--- config.mk ---
export PLATFORM = sky130hd
export DESIGN_NAME = ps_pwm_modulator
export DESIGN_NICKNAME = d
export VERILOG_FILES = /design/src/rtl/ps_pwm_modulator.sv
export SDC_FILE = /design/constraint.sdc
export NUM_CORES = 1
export LEC_CHECK = 0
export BUFFER_PORTS_ARGS = -buffer_cell sky130_fd_sc_hd__buf_4
export CAP_MARGIN = 10
export CORE_ASPECT_RATIO = 1.1
export CORE_UTILIZATION = 45
export DETAILED_ROUTE_END_ITERATION = 8
export PLACE_DENSITY = 0.72
export SETUP_SLACK_MARGIN = 0.05
export SYNTH_ARGS = -nofsm -noshare
export SYNTH_HDL_FRONTEND = slang
export SYNTH_SLANG_ARGS = --single-unit
export TNS_END_PERCENT = 50
--- constraint.sdc ---
create_clock -name clk -period 10.95 [get_ports clk]
set_input_delay 2.19 -clock clk [delete_from_list [all_inputs] [get_ports clk]]
set_output_delay 2.19 -clock clk [all_outputs]
set_load 0.005 [all_outputs]
--- src/rtl/ps_pwm_modulator.sv ---
// Phase-shifted-carrier PWM modulator for the cascaded H-bridge active filter.
// N_CELLS triangular carriers, unipolar two-leg switching, per-leg dead time, enable and latched fault.
module ps_pwm_modulator #(
   parameter int N_CELLS       = 3,
   parameter int CW            = 16,
   parameter int PERIOD        = 1000,
   parameter int DT            = 8,
   parameter bit DOUBLE_UPDATE = 1'b1
) (
   input  logic                   clk,
   input  logic                   rst,
   input  logic signed [CW-1:0]   mod,
   input  logic                   en,
   input  logic                   fault,
   input  logic                   fault_clr,
   output logic [4*N_CELLS-1:0]   gate,
   output logic                   sync,
   output logic                   fault_latched
);

   // Legs are numbered 2k (leg A) and 2k+1 (leg B) for cell k.
   localparam int NL = 2 * N_CELLS;
   localparam logic [CW-1:0]        PEAK = CW'(PERIOD);
   localparam logic signed [CW-1:0] HALF = CW'(PERIOD / 2);
   localparam logic [7:0]           DT_L = 8'(DT);

   function automatic logic [CW-1:0] reset_cnt(input int k);
      int p;
      p = (k * 2 * PERIOD) / N_CELLS;
      if (p <= PERIOD) begin
         return CW'(p);
      end else begin
         return CW'(2 * PERIOD - p);
      end
   endfunction

   function automatic logic reset_up(input int k);
      int p;
      p = (k * 2 * PERIOD) / N_CELLS;
      return (p <= PERIOD);
   endfunction

   logic [CW-1:0]        cnt_q [N_CELLS];
   logic [CW-1:0]        cnt_d [N_CELLS];
   logic [N_CELLS-1:0]   up_q, up_d;
   logic signed [CW-1:0] carrier_s [N_CELLS];
   logic signed [CW-1:0] mod_s_q, mod_s_d, mod_sat_s, neg_mod_s;
   logic                 sample_s, blank_s;
   logic [NL-1:0]        cmd_q, cmd_d;
   logic [NL-1:0]        tgt_q, tgt_d;
   logic [7:0]           dt_q [NL];
   logic [7:0]           dt_d [NL];
   logic [NL-1:0]        hi_q, hi_d, lo_q, lo_d;
   logic                 sync_q, sync_d;
   logic                 flt_q, flt_d;

   // Next-state logic for carriers, reference sampling, leg commands and dead time.
   always_comb begin
      for (int k = 0; k < N_CELLS; k++) begin
         if (up_q[k]) begin
            if (cnt_q[k] == PEAK) begin
               cnt_d[k] = PEAK - CW'(1);
               up_d[k]  = 1'b0;
            end else begin
               cnt_d[k] = cnt_q[k] + CW'(1);
               up_d[k]  = 1'b1;
            end
         end else begin
            if (cnt_q[k] == CW'(0)) begin
               cnt_d[k] = CW'(1);
               up_d[k]  = 1'b1;
            end else begin
               cnt_d[k] = cnt_q[k] - CW'(1);
               up_d[k]  = 1'b0;
            end
         end
      end

      if (mod > HALF) begin
         mod_sat_s = HALF;
      end else if (mod < -HALF) begin
         mod_sat_s = -HALF;
      end else begin
         mod_sat_s = mod;
      end

      sample_s = (cnt_q[0] == CW'(0)) || ((DOUBLE_UPDATE != 1'b0) && (cnt_q[0] == PEAK));
      if (sample_s) begin
         mod_s_d = mod_sat_s;
      end else begin
         mod_s_d = mod_s_q;
      end

      // Saturation keeps -mod_s inside the signed range, so negation cannot wrap.
      neg_mod_s = -mod_s_q;
      for (int k = 0; k < N_CELLS; k++) begin
         carrier_s[k]    = $signed(cnt_q[k]) - HALF;
         cmd_d[2*k]      = (mod_s_q > carrier_s[k]);
         cmd_d[2*k + 1]  = (neg_mod_s > carrier_s[k]);
      end

      sync_d = (cnt_q[0] == CW'(0));

      if (fault) begin
         flt_d = 1'b1;
      end else if (fault_clr) begin
         flt_d = 1'b0;
      end else begin
         flt_d = flt_q;
      end

      // A clear request counts as the re-arm cycle, exactly like the first cycle of en high.
      blank_s = !en || fault || (flt_q && !fault_clr);

      for (int l = 0; l < NL; l++) begin
         tgt_d[l] = cmd_q[l];
         if (blank_s) begin
            dt_d[l] = DT_L;
            hi_d[l] = 1'b0;
            lo_d[l] = 1'b0;
         end else if (cmd_q[l] != tgt_q[l]) begin
            dt_d[l] = DT_L;
            if (DT == 0) begin
               hi_d[l] = cmd_q[l];
               lo_d[l] = ~cmd_q[l];
            end else begin
               hi_d[l] = 1'b0;
               lo_d[l] = 1'b0;
            end
         end else if (dt_q[l] > 8'd1) begin
            dt_d[l] = dt_q[l] - 8'd1;
            hi_d[l] = 1'b0;
            lo_d[l] = 1'b0;
         end else begin
            dt_d[l] = 8'd0;
            hi_d[l] = tgt_q[l];
            lo_d[l] = ~tgt_q[l];
         end
      end
   end

   // State registers; counters start at their phase offsets so all cells are shifted from reset.
   always_ff @(posedge clk or posedge rst) begin
      if (rst) begin
         for (int k = 0; k < N_CELLS; k++) begin
            cnt_q[k] <= reset_cnt(k);
            up_q[k]  <= reset_up(k);
         end
         for (int l = 0; l < NL; l++) begin
            dt_q[l] <= DT_L;
         end
         mod_s_q <= '0;
         cmd_q   <= '0;
         tgt_q   <= '0;
         hi_q    <= '0;
         lo_q    <= '0;
         sync_q  <= 1'b0;
         flt_q   <= 1'b0;
      end else begin
         for (int k = 0; k < N_CELLS; k++) begin
            cnt_q[k] <= cnt_d[k];
            up_q[k]  <= up_d[k];
         end
         for (int l = 0; l < NL; l++) begin
            dt_q[l] <= dt_d[l];
         end
         mod_s_q <= mod_s_d;
         cmd_q   <= cmd_d;
         tgt_q   <= tgt_d;
         hi_q    <= hi_d;
         lo_q    <= lo_d;
         sync_q  <= sync_d;
         flt_q   <= flt_d;
      end
   end

   // Gate bus wiring: leg l drives bits 2l (high side) and 2l+1 (low side).
   always_comb begin
      gate = '0;
      for (int l = 0; l < NL; l++) begin
         gate[2*l]     = hi_q[l];
         gate[2*l + 1] = lo_q[l];
      end
   end

   assign sync          = sync_q;
   assign fault_latched = flt_q;

endmodule

==> results of run 1 <==
-- where the power goes --
group | leakage (nW) | total (mW) | switching (mW) | internal (mW)
combinational | 2.89 | 0.130 | 0.0725 | 0.0580
clock | 0.300 | 0.624 | 0.236 | 0.388
sequential | 1.80 | 0.562 | 0.0263 | 0.535
total | 4.99 | 1.32 | 0.335 | 0.982
-- cell families (layout without fill, tap and decap cells) --
| kind of cell | after synthesis | in the layout | share of synthesized area (%) |
|---|---|---|---|
| AND/OR/NAND/NOR | 482 | 482 | 22.48 |
| AO/OA/AOI/OAI | 278 | 278 | 16.51 |
| flip-flops | 141 | 141 | 33.10 |
| XOR/XNOR | 135 | 135 | 12.02 |
| buffers and inverters | 112 | 110 | 4.267 |
| adder cells (fa/ha/maj) | 102 | 102 | 11.53 |
| multiplexers | 1 | 1 | 0.09328 |
-- how the worst max path moves through the flow --
stage / from / slack (ns) / to / depth (start not counted)
2_1_floorplan: rst / 5.01 / cmd_q[0]$_DFF_PP0_ / 1
3_3_place_gp: mod[3] / 7.21 / mod_s_q[0]$_DFFE_PP0P_ / 7
3_5_place_dp: mod[3] / 7.21 / mod_s_q[1]$_DFFE_PP0P_ / 7
4_1_cts: mod_s_q[0]$_DFFE_PP0P_ / 7.40 / cmd_q[3]$_DFF_PP0_ / 13
5_1_grt: mod_s_q[0]$_DFFE_PP0P_ / 7.02 / cmd_q[3]$_DFF_PP0_ / 13
6_report: mod_s_q[0]$_DFFE_PP0P_ / 7.37 / cmd_q[3]$_DFF_PP0_ / 13
-- flip-flops by register name (all words and copies together) (netlist names), 3 cells and up --
signal   cells
lo_q         6
hi_q         6
up_q         3
mod_s_q     16
cnt_q       48
dt_q        48
cmd_q        6
tgt_q        6
-- placed cells by master, fill, tap and decap left out, drive strengths merged, types with 19 or more instances in the layout --
master	netlist	final
o21ai	73	73
xor2	46	46
a21oi	70	70
nor3	44	44
nand2	108	108
clkbuf	52	19
buf	18	36
xnor2	82	82
dfrtp	122	122
nor2	165	165
ha	85	85
dfstp	19	19
nor4	29	29
and3	23	23
inv	41	43
-- cell type report --
| class | count | area, um^2 |
|---|---|---|
| well taps | 300 | 375.4 |
| inverters | 42 | 163.9 |
| fillers | 2109 | 11440 |
| multi-input cells | 998 | 6721 |
| repair buffers | 36 | 270.3 |
| flip-flops and latches | 141 | 3552 |
| clock buffers | 19 | 442.9 |
| clock inverters | 13 | 187.7 |
-- critical path: cells and delay by family (launching register included) --
family          cells  cell delay [ns]
xor+xnor            1             0.31
buf+inv             1             0.18
fa+ha+maj           3             0.89
simple gates        3             0.90
compound gates      5             0.78
flops               1             0.40
-- per-layer routing --
metal	wire, um	up-vias
met2	11820	255
li1	-	4460
met4	539	0
met3	1092	63
met5	0	-
met1	11310	4270
==> results_dict.tcl, run 1 <==
set metrics [dict create \
    routed_via_density 5.841 \
    final_core_util_pct 50.60 \
    syn-mean-instance-area_um2 8.578 \
    clock.fmax_ghz 0.2795 \
    post_cts_buffers 0 \
    ys_warn_count 0 \
    pre_cts_ws_ns 7.207 \
    fin_crit_sh_pct 32.67 \
    synth-edff-count 0 \
    dieArea_um2 24470 \
    clock-sinks 141 \
    use_met1_pct 27.75 \
    p_per_area_nw_per_um2 112.4 \
    core-area_um2 23150 \
    rows 58 \
    synth-main-ff-cell "dfrtp_1" \
    worstHoldStart "cmd_q[0]$_DFF_PP0_" \
    maxSlewViolCount 0 \
    yosysUniqueCellTypes 76 \
    nets 1342 \
    cts-resized-gates 0 \
    cp_cell_sequence "inv_1 -> ha_1 -> or4b_4 -> nor4_1 -> xnor2_1 -> ha_1 -> nand3_1 -> a21oi_1 -> a221oi_1 -> o21ai_0 -> a221oi_1 -> a31oi_1 -> maj3_2" \
    synth_area_um2 10730 \
    setup_viol 0 \
    r2r_setup_slack_ns 7.37 \
    crit_slowest_cell "or4b_4" \
    p_leak_nw 4.991 \
    ys_top_cells_by_area "dfrtp_1 28%, ha_1 9.9%, xnor2_1 6.6%" \
    setup_ws_ns 7.372 \
    clkSlewWorstSetupHoldPaths_ns 0.06 \
    yosys-top-cells-count "165 x nor2_1, 122 x dfrtp_1, 108 x nand2_1, 85 x ha_1, 81 x xnor2_1" \
    regToRegStartpoint "mod_s_q[0]$_DFFE_PP0P_" \
    synth_top_area_share_pct 28.45 \
    antenna_cells 0 \
    fin_cells 1549 \
    synth_most_common_cell "nor2_1" \
    hold_viol_final 0 \
    path_max_fanout 5 \
    outcome "finished, final reports clean" \
    drc 0 \
    die_y_um 164.0 \
    cp-start-kind "flip-flop" \
    ys_async_sr_fraction_pct 100.0 \
    slowest_delay_ns 0.53 \
    ff2ff_path_depth 13 \
    power.total_mw 1.316 \
    dp_hpwl_um 17620 \
    final_area_um2 11710 \
    synth-seq-area-share_pct 33.10 \
    finClkSkew_ns 0.01217 \
    worstPathArrival_ns 3.89 \
    grt_busiest_layer "met2" \
    worstSkewPairLatency_ns 0.44 \
    drtPass1Iterations 7 \
    synthCells 1251 \
    grt.met3_usage_pct 3.333 \
    yosysTopAreaCell "dfrtp_1" \
    critical_path_class "flip-flop to flip-flop" \
    grt_pass1_wl_um 42290 \
    holdPathStages 0 \
    setup-tns-final_ns 0 \
    cap_violations 0 \
    final_antenna_net_count 0 \
    ioPinCount 35 \
    placed_area_um2 11080 \
    end_kind "flip-flop" \
    min_to "tgt_q[0]$_DFF_PP0_" \
    drtIter0Drc 588 \
    worstPathRequired_ns 11.26 \
    hold_slack_ns 0.4553 \
    met2_usage_pct 35.71 \
    rsz0062_at_grt "false" \
    worstHoldPathType "flip-flop to flip-flop" \
    die_x_um 149.2 \
    antenna_found_initial 0 \
    root_buffer "clkbuf_16" \
    wl_per_cell_um 15.99 \
    cts.htree.levels 4 \
    numPortBuffers 34 \
    overflow 0 \
    synth.ff_latch_count 141 \
    slew_headroom_pct 19.98 \
    area_growth_pct 9.152 \
    vias 9048 \
    cts.path.max_buffers 2 \
    period_minus_slack_ns 3.578 \
    track_usage_pct 21.37 \
    grt_max_degree 86 \
    dp_cells 1517 \
    cts_tree "built" \
    initial_utilization_pct 46.36 \
    drt-total-wl_um 24760 \
    r2r_end "cmd_q[3]$_DFF_PP0_" \
    ir_drop_mv 0.1026 \
    hold_buffers 0 \
    synth_nets 1357 \
    cts_made_buffers 17 \
    worstMarginPinSlew_ns 1.195 \
    drive_gt1_share_pct 8.887 \
    gp_congestion 0.8983 \
    grt_pass1_vias 8784 \
]
No activity file was read; power rests on OpenSTA's default activity.
==> run 2, diff against run 1 <==
--- a/config.mk
+++ b/config.mk
@@ -5,6 +5,7 @@
 export SDC_FILE = /design/constraint.sdc
 export NUM_CORES = 1
 export LEC_CHECK = 0
+export ABC_AREA = 1
 export BUFFER_PORTS_ARGS = -buffer_cell sky130_fd_sc_hd__buf_4
 export CAP_MARGIN = 10
 export CORE_ASPECT_RATIO = 1.1
==> constraint.sdc (replaced) <==
create_clock -name clk -period 3.35 [get_ports clk]
set_input_delay 0.67 -clock clk [delete_from_list [all_inputs] [get_ports clk]]
set_output_delay 0.67 -clock clk [all_outputs]
set_load 0.005 [all_outputs]
==> results_dict.tcl, run 2 <==
set metrics [dict create \
    outcome "finished, final reports clean" \
    drc 0 \
    worstHoldPathType "input pin to async pin" \
    setup-tns-final_ns 0 \
    ys_warn_count 0 \
    drive_gt1_share_pct 11.28 \
    worstPathRequired_ns 3.66 \
    yosys-top-cells-count "429 x nand2_1, 195 x nor2_1, 176 x inv_1, 122 x dfrtp_1, 107 x nand3_1" \
    yosysTopAreaCell "dfrtp_1" \
    ys_async_sr_fraction_pct 100.0 \
    antenna_cells 0 \
    rows 61 \
    worstMarginPinSlew_ns 0.6620 \
    synth_nets 1760 \
    synth-edff-count 0 \
    final_cell_mix "429 x nand2_1, 195 x nor2_1, 175 x inv_1" \
    overflow 0 \
    cts_made_buffers 17 \
    die_y_um 170.8 \
    ioPinCount 35 \
    setup_viol 0 \
    dp_hpwl_um 22780 \
    grt_pass1_wl_um 49180 \
    synthCells 1654 \
    p_per_area_nw_per_um2 328.5 \
    period_minus_slack_ns 2.703 \
    grt_max_degree 90 \
    cts_tree "built" \
    cp_cell_sequence "inv_1 -> ha_1 -> nand3_1 -> nor2_1 -> xor2_1 -> inv_1 -> ha_1 -> nand2_1 -> or2_2 -> and3_1 -> nor3_1 -> nor2_1 -> nor2_1 -> nor2_1" \
    drt-total-wl_um 29510 \
    gp_congestion 1.011 \
    hold_buffers 0 \
    track_usage_pct 23.10 \
    fin_crit_sh_pct 80.69 \
    cts-resized-gates 0 \
    r2r_setup_slack_ns 0.65 \
    power.total_mw 4.212 \
    filler_cell_count 2497 \
    initial_utilization_pct 46.00 \
    clkSlewWorstSetupHoldPaths_ns 0.06 \
    syn-mean-instance-area_um2 7.047 \
    synth-seq-area-share_pct 30.48 \
    wl_per_cell_um 14.47 \
    final_common_cell "nand2_1" \
    cts.htree.levels 4 \
    nets 1787 \
    final_area_um2 12820 \
    numPortBuffers 34 \
    drtPass1Iterations 5 \
    worstPathArrival_ns 3.02 \
    crit_slowest_cell "dfrtp_1" \
    crit_end "cmd_q[1]$_DFF_PP0_" \
    hold_viol_final 0 \
    ys_top_cells_by_area "dfrtp_1 26%, nand2_1 14%, ha_1 9.1%" \
    root_buffer "clkbuf_16" \
    synth_top_area_share_pct 26.19 \
    synth.ff_latch_count 141 \
    regToRegStartpoint "mod_s_q[0]$_DFFE_PP0P_" \
    worstSkewPairLatency_ns 0.42 \
    synth_most_common_cell "nand2_1" \
    die_x_um 155.4 \
    worstSetupStartpoint "mod_s_q[0]$_DFFE_PP0P_" \
    dp_cells 2007 \
    largestRegisters "cnt_q (48), dt_q (48), mod_s_q (16)" \
    finClkSkew_ns 0.009164 \
    path_max_fanout 5 \
    cpMostUsedCell "nor2_1" \
    fin_cells 2040 \
    slew_headroom_pct 55.87 \
    r2r_end "cmd_q[1]$_DFF_PP0_" \
    p_leak_nw 6.431 \
    yosysUniqueCellTypes 52 \
    maxSlewViolCount 0 \
    clock.fmax_ghz 0.3699 \
    post_cts_buffers 0 \
    critical_path_class "flip-flop to flip-flop" \
    rsz0062_at_grt "false" \
    synth_area_um2 11650 \
    cts.path.max_buffers 2 \
    synth-main-ff-cell "dfrtp_1" \
    slowest_delay_ns 0.37 \
    vias 10810 \
    cap_violations 0 \
    area_growth_pct 10.03 \
    dieArea_um2 26550 \
    final_antenna_net_count 0 \
    placed_area_um2 12230 \
    core-area_um2 25340 \
    drtIter0Drc 850 \
    grt_pass1_vias 10190 \
    antenna_found_initial 0 \
    clock-sinks 141 \
    routed_via_density 5.297 \
    ir_drop_mv 0.2361 \
    end_kind "flip-flop" \
    ff2ff_path_depth 14 \
    cp-start-kind "flip-flop" \
]
## run 2: per-stage QoR
step | hold WS, ns | utilization [%] | setup slack (ns)
after global placement | 0.4443 | 48.28 | 0.7482
after detailed placement | 0.4522 | 48.28 | 0.6819
final | 0.3429 | 50.61 | 0.6468
after CTS | 0.3500 | 50.58 | 0.6591
after global routing | 0.3691 | 50.61 | 0.4527
after floorplan | 0.3666 | - | 0.9301
## run 2: power by group
| group | switching, mW | total (mW) | internal [mW] |
|---|---|---|---|
| Combinational | 0.317 | 0.499 | 0.181 |
| Clock | 0.784 | 1.91 | 1.12 |
| Sequential | 0.0564 | 1.80 | 1.75 |
| Total | 1.16 | 4.21 | 3.05 |
## run 2: cell families after synthesis
kind of cell	share of synthesized area, %
flops	30.48
buf+inv	8.180
compound gates	9.426
fa+ha+maj	9.125
xor+xnor	7.891
simple gates	34.90
## run 2: layout make-up
cell class                 instances  area, um^2  share of cell area [%]
multi-input combinational       1279        7149                   55.75
timing repair buffer              45       362.8                   2.830
sequential                       141        3552                   27.70
tap                              346       432.9                   3.376
inverter                         197       743.2                   5.796
clock inverter                    12       136.4                   1.064
clock buffer                      20       446.7                   3.483
## run 2: worst min path at each step
stage / cells past startpoint / from / end / slack (ns)
after floorplan: 0 / cmd_q[1]$_DFF_PP0_ / tgt_q[1]$_DFF_PP0_ / 0.37
after global placement: 1 / dt_q[8]$_DFF_PP0_ / dt_q[8]$_DFF_PP0_ / 0.44
after detailed placement: 1 / dt_q[40]$_DFF_PP0_ / dt_q[40]$_DFF_PP0_ / 0.45
after CTS: 3 / rst / dt_q[18]$_DFF_PP0_ / 0.35
after global routing: 3 / rst / dt_q[18]$_DFF_PP0_ / 0.37
final: 3 / rst / dt_q[36]$_DFF_PP0_ / 0.34
## run 2: layer usage
layer | part of all wire, % | vias to the layer above | GRT usage, %
met3 | 5.2 | 62 | 2.837
li1 | - | 5440 | -
met5 | 0 | - | 0
met2 | 47 | 329 | 39.29
met4 | 2.7 | 0 | 9.463
met1 | 45 | 4974 | 29.65
## run 2: worst max-delay path: cells and delay by family (launching register included)
kind / cells / cell delay (ns)
xor+xnor: 1 / 0.17
fa+ha+maj: 2 / 0.53
buf+inv: 2 / 0.28
flops: 1 / 0.37
simple gates: 9 / 1.24
==> run 3, diff against run 2 <==
--- a/config.mk
+++ b/config.mk
@@ -11,7 +11,7 @@
 export CORE_ASPECT_RATIO = 1.1
 export CORE_UTILIZATION = 45
 export DETAILED_ROUTE_END_ITERATION = 8
-export PLACE_DENSITY = 0.72
+export PLACE_DENSITY = 0.74
 export SETUP_SLACK_MARGIN = 0.05
 export SYNTH_ARGS = -nofsm -noshare
 export SYNTH_HDL_FRONTEND = slang
==> constraint.sdc (replaced) <==
create_clock -name clk -period 2.3 [get_ports clk]
set_input_delay 0.46 -clock clk [delete_from_list [all_inputs] [get_ports clk]]
set_output_delay 0.46 -clock clk [all_outputs]
set_load 0.005 [all_outputs]
==> results_dict.tcl, run 3 (same netlist as run 2, synthesis figures left out) <==
set metrics [dict create \
    die_x_um 155.4 \
    area_growth_pct 22.62 \
    overflow 0 \
    initial_utilization_pct 46.00 \
    cap_violations 0 \
    cpMostUsedCell "nor2_1" \
    cp_cell_sequence "inv_2 -> buf_6 -> nand3_4 -> nor2_4 -> xor2_1 -> inv_2 -> ha_4 -> a21oi_1 -> or2_2 -> and3_4 -> nor3_2 -> nor2_1 -> nor2_1 -> nor2_1" \
    cts_tree "built" \
    hold_viol_final 0 \
    dp_cells 2110 \
    routed_via_density 5.305 \
    clock-sinks 141 \
    antenna_found_initial 0 \
    largestRegisters "cnt_q (48), dt_q (48), mod_s_q (16)" \
    r2r_end "cmd_q[1]$_DFF_PP0_" \
    rows 61 \
    ioPinCount 35 \
    filler_cell_count 2299 \
    cp-start-kind "flip-flop" \
    outcome "complete, but fails checks" \
    setup_ws_ns -0.02952 \
    worstMarginPinSlew_ns 0.5400 \
    worstSetupStartpoint "mod_s_q[1]$_DFFE_PP0P_" \
    p_sw_share_pct 28.63 \
    final_common_cell "nand2_1" \
    track_usage_pct 24.45 \
    finClkSkew_ns 0.007517 \
    final_antenna_net_count 0 \
    path_max_fanout 4 \
    wl_per_cell_um 14.53 \
    antenna_cells 0 \
    clock_power_share_pct 43.0 \
    maxSlewViolCount 0 \
    root_buffer "clkbuf_16" \
    nets 1912 \
    path_buf_inv 3 \
    drt-total-wl_um 31450 \
    cts_made_buffers 17 \
    dp_hpwl_um 23650 \
    clkSlewWorstSetupHoldPaths_ns 0.06 \
    worstSkewPairLatency_ns 0.43 \
    combinationalPowerShare_pct 14.7 \
    drtIter0Drc 794 \
    crit_slowest_cell "dfrtp_1" \
    seq_area_um2 3556 \
    p_leak_nw 7.079 \
    p_switching_mw 1.765 \
    grt_pass1_vias 11040 \
    grt_max_degree 54 \
    clock.fmax_ghz 0.4293 \
    power.total_mw 6.165 \
    regToRegStartpoint "mod_s_q[1]$_DFFE_PP0P_" \
    period_minus_slack_ns 2.330 \
    p_int_mw 4.400 \
    critical_path_class "flip-flop to flip-flop" \
    die_y_um 170.8 \
    violations "setup timing" \
    slew_headroom_pct 64.00 \
    multi_input_area_um2 7657 \
    drc 0 \
    slowest_delay_ns 0.38 \
    core-area_um2 25340 \
    worstPathArrival_ns 2.64 \
    power_frac_seq_pct 42.3 \
    drive_gt1_share_pct 22.59 \
    grt_pass1_wl_um 51960 \
    ir_drop_mv 0.3681 \
    end_kind "flip-flop" \
    cts.htree.levels 4 \
    dieArea_um2 26550 \
    worstPathRequired_ns 2.61 \
    rsz0062_at_grt "true" \
    fin_cells 2165 \
    vias 11490 \
    crit_family "simple AND/OR/NAND/NOR gates" \
    numPortBuffers 34 \
    cts.path.max_buffers 2 \
    hold_buffers 0 \
    p_per_area_nw_per_um2 431.4 \
    drtPass1Iterations 6 \
    r2r_setup_slack_ns -0.03 \
    setup_viol 3 \
    worstHoldPathType "input pin to async pin" \
    final_cell_mix "393 x nand2_1, 177 x nor2_1, 168 x inv_1" \
    ff2ff_path_depth 14 \
    fin_crit_sh_pct 101.3 \
    gp_congestion 0.9378 \
]
## run 3: changes by cell type in the layout (fill, tap and decap cells not counted), sizes merged
cell	delta
buf	+125
clkinv	+2
bufinv	-1
clkbuf	-1
clkinvlp	+1
inv	-1
## run 3: worst max path at each step
| stage | end | slack (ns) | depth (start not counted) |
|---|---|---|---|
| 6_report | cmd_q[1]$_DFF_PP0_ | -0.03 | 14 |
| 5_1_grt | cmd_q[1]$_DFF_PP0_ | -0.16 | 14 |
| 4_1_cts | cmd_q[0]$_DFF_PP0_ | 0.009 | 13 |
| 3_5_place_dp | cmd_q[1]$_DFF_PP0_ | -0.15 | 14 |
| 3_3_place_gp | cmd_q[1]$_DFF_PP0_ | -0.14 | 14 |
| 2_1_floorplan | cmd_q[1]$_DFF_PP0_ | -0.12 | 14 |
## run 3: power by group through the flow
stage	clock network, mW	logic [mW]	registers [mW]
after global placement	0	0.786	2.65
after detailed placement	0	0.809	2.65
after global routing	2.83	1.01	2.61
final	2.65	0.909	2.61
after CTS	2.70	0.841	2.60
after floorplan	0	0.526	2.64
## run 3: layout make-up
type / instances / share of cell area, %
repair buffers: 170 / 9.464
multi-input cells: 1279 / 53.58
clock buffers: 19 / 3.029
inverters: 197 / 5.200
well taps: 346 / 3.029
clock inverters: 13 / 0.8142
flip-flops and latches: 141 / 24.88
## run 3: worst reg2reg max path, stage by stage (launching register included)
cell and delay (ns):
dfrtp_1 0.38, inv_2 0.09, buf_6 0.10, nand3_4 0.11, nor2_4 0.14, xor2_1 0.17
inv_2 0.08, ha_4 0.28, a21oi_1 0.07, or2_2 0.28, and3_4 0.19, nor3_2 0.11
nor2_1 0.07, nor2_1 0.10, nor2_1 0.05
## run 3: per-stage QoR
step / util [%] / TNS [ns] / hold slack, ns / area [um^2] / setup WS, ns
floorplan: - / -0.1199 / 0.3666 / 11660 / -0.1199
global placement: 51.43 / -0.2174 / 0.4460 / 13030 / -0.1370
detailed placement: 51.43 / -0.3296 / 0.4501 / 13030 / -0.1490
CTS: 54.39 / 0 / 0.06124 / 13780 / 0.009366
global route: 56.40 / -0.6627 / 0.08267 / 14290 / -0.1592
finish: 56.40 / -0.05583 / 0.06199 / 14290 / -0.02952
## run 3: per-layer routing
metal	GRT usage, %	share of wire, %	up-vias
li1	-	-	5693
met1	31.06	44	5331
met2	42.09	48	383
met3	2.634	5.5	79
met4	10.49	2.7	0
met5	0	0	-
## run 3: repair_timing
item / 4_1_cts / 5_1_grt
resized for setup: 28 / 100
pin swaps: 14 / 48
setup buffers: 8 / 14
setup endpoints to repair: 5 / 11
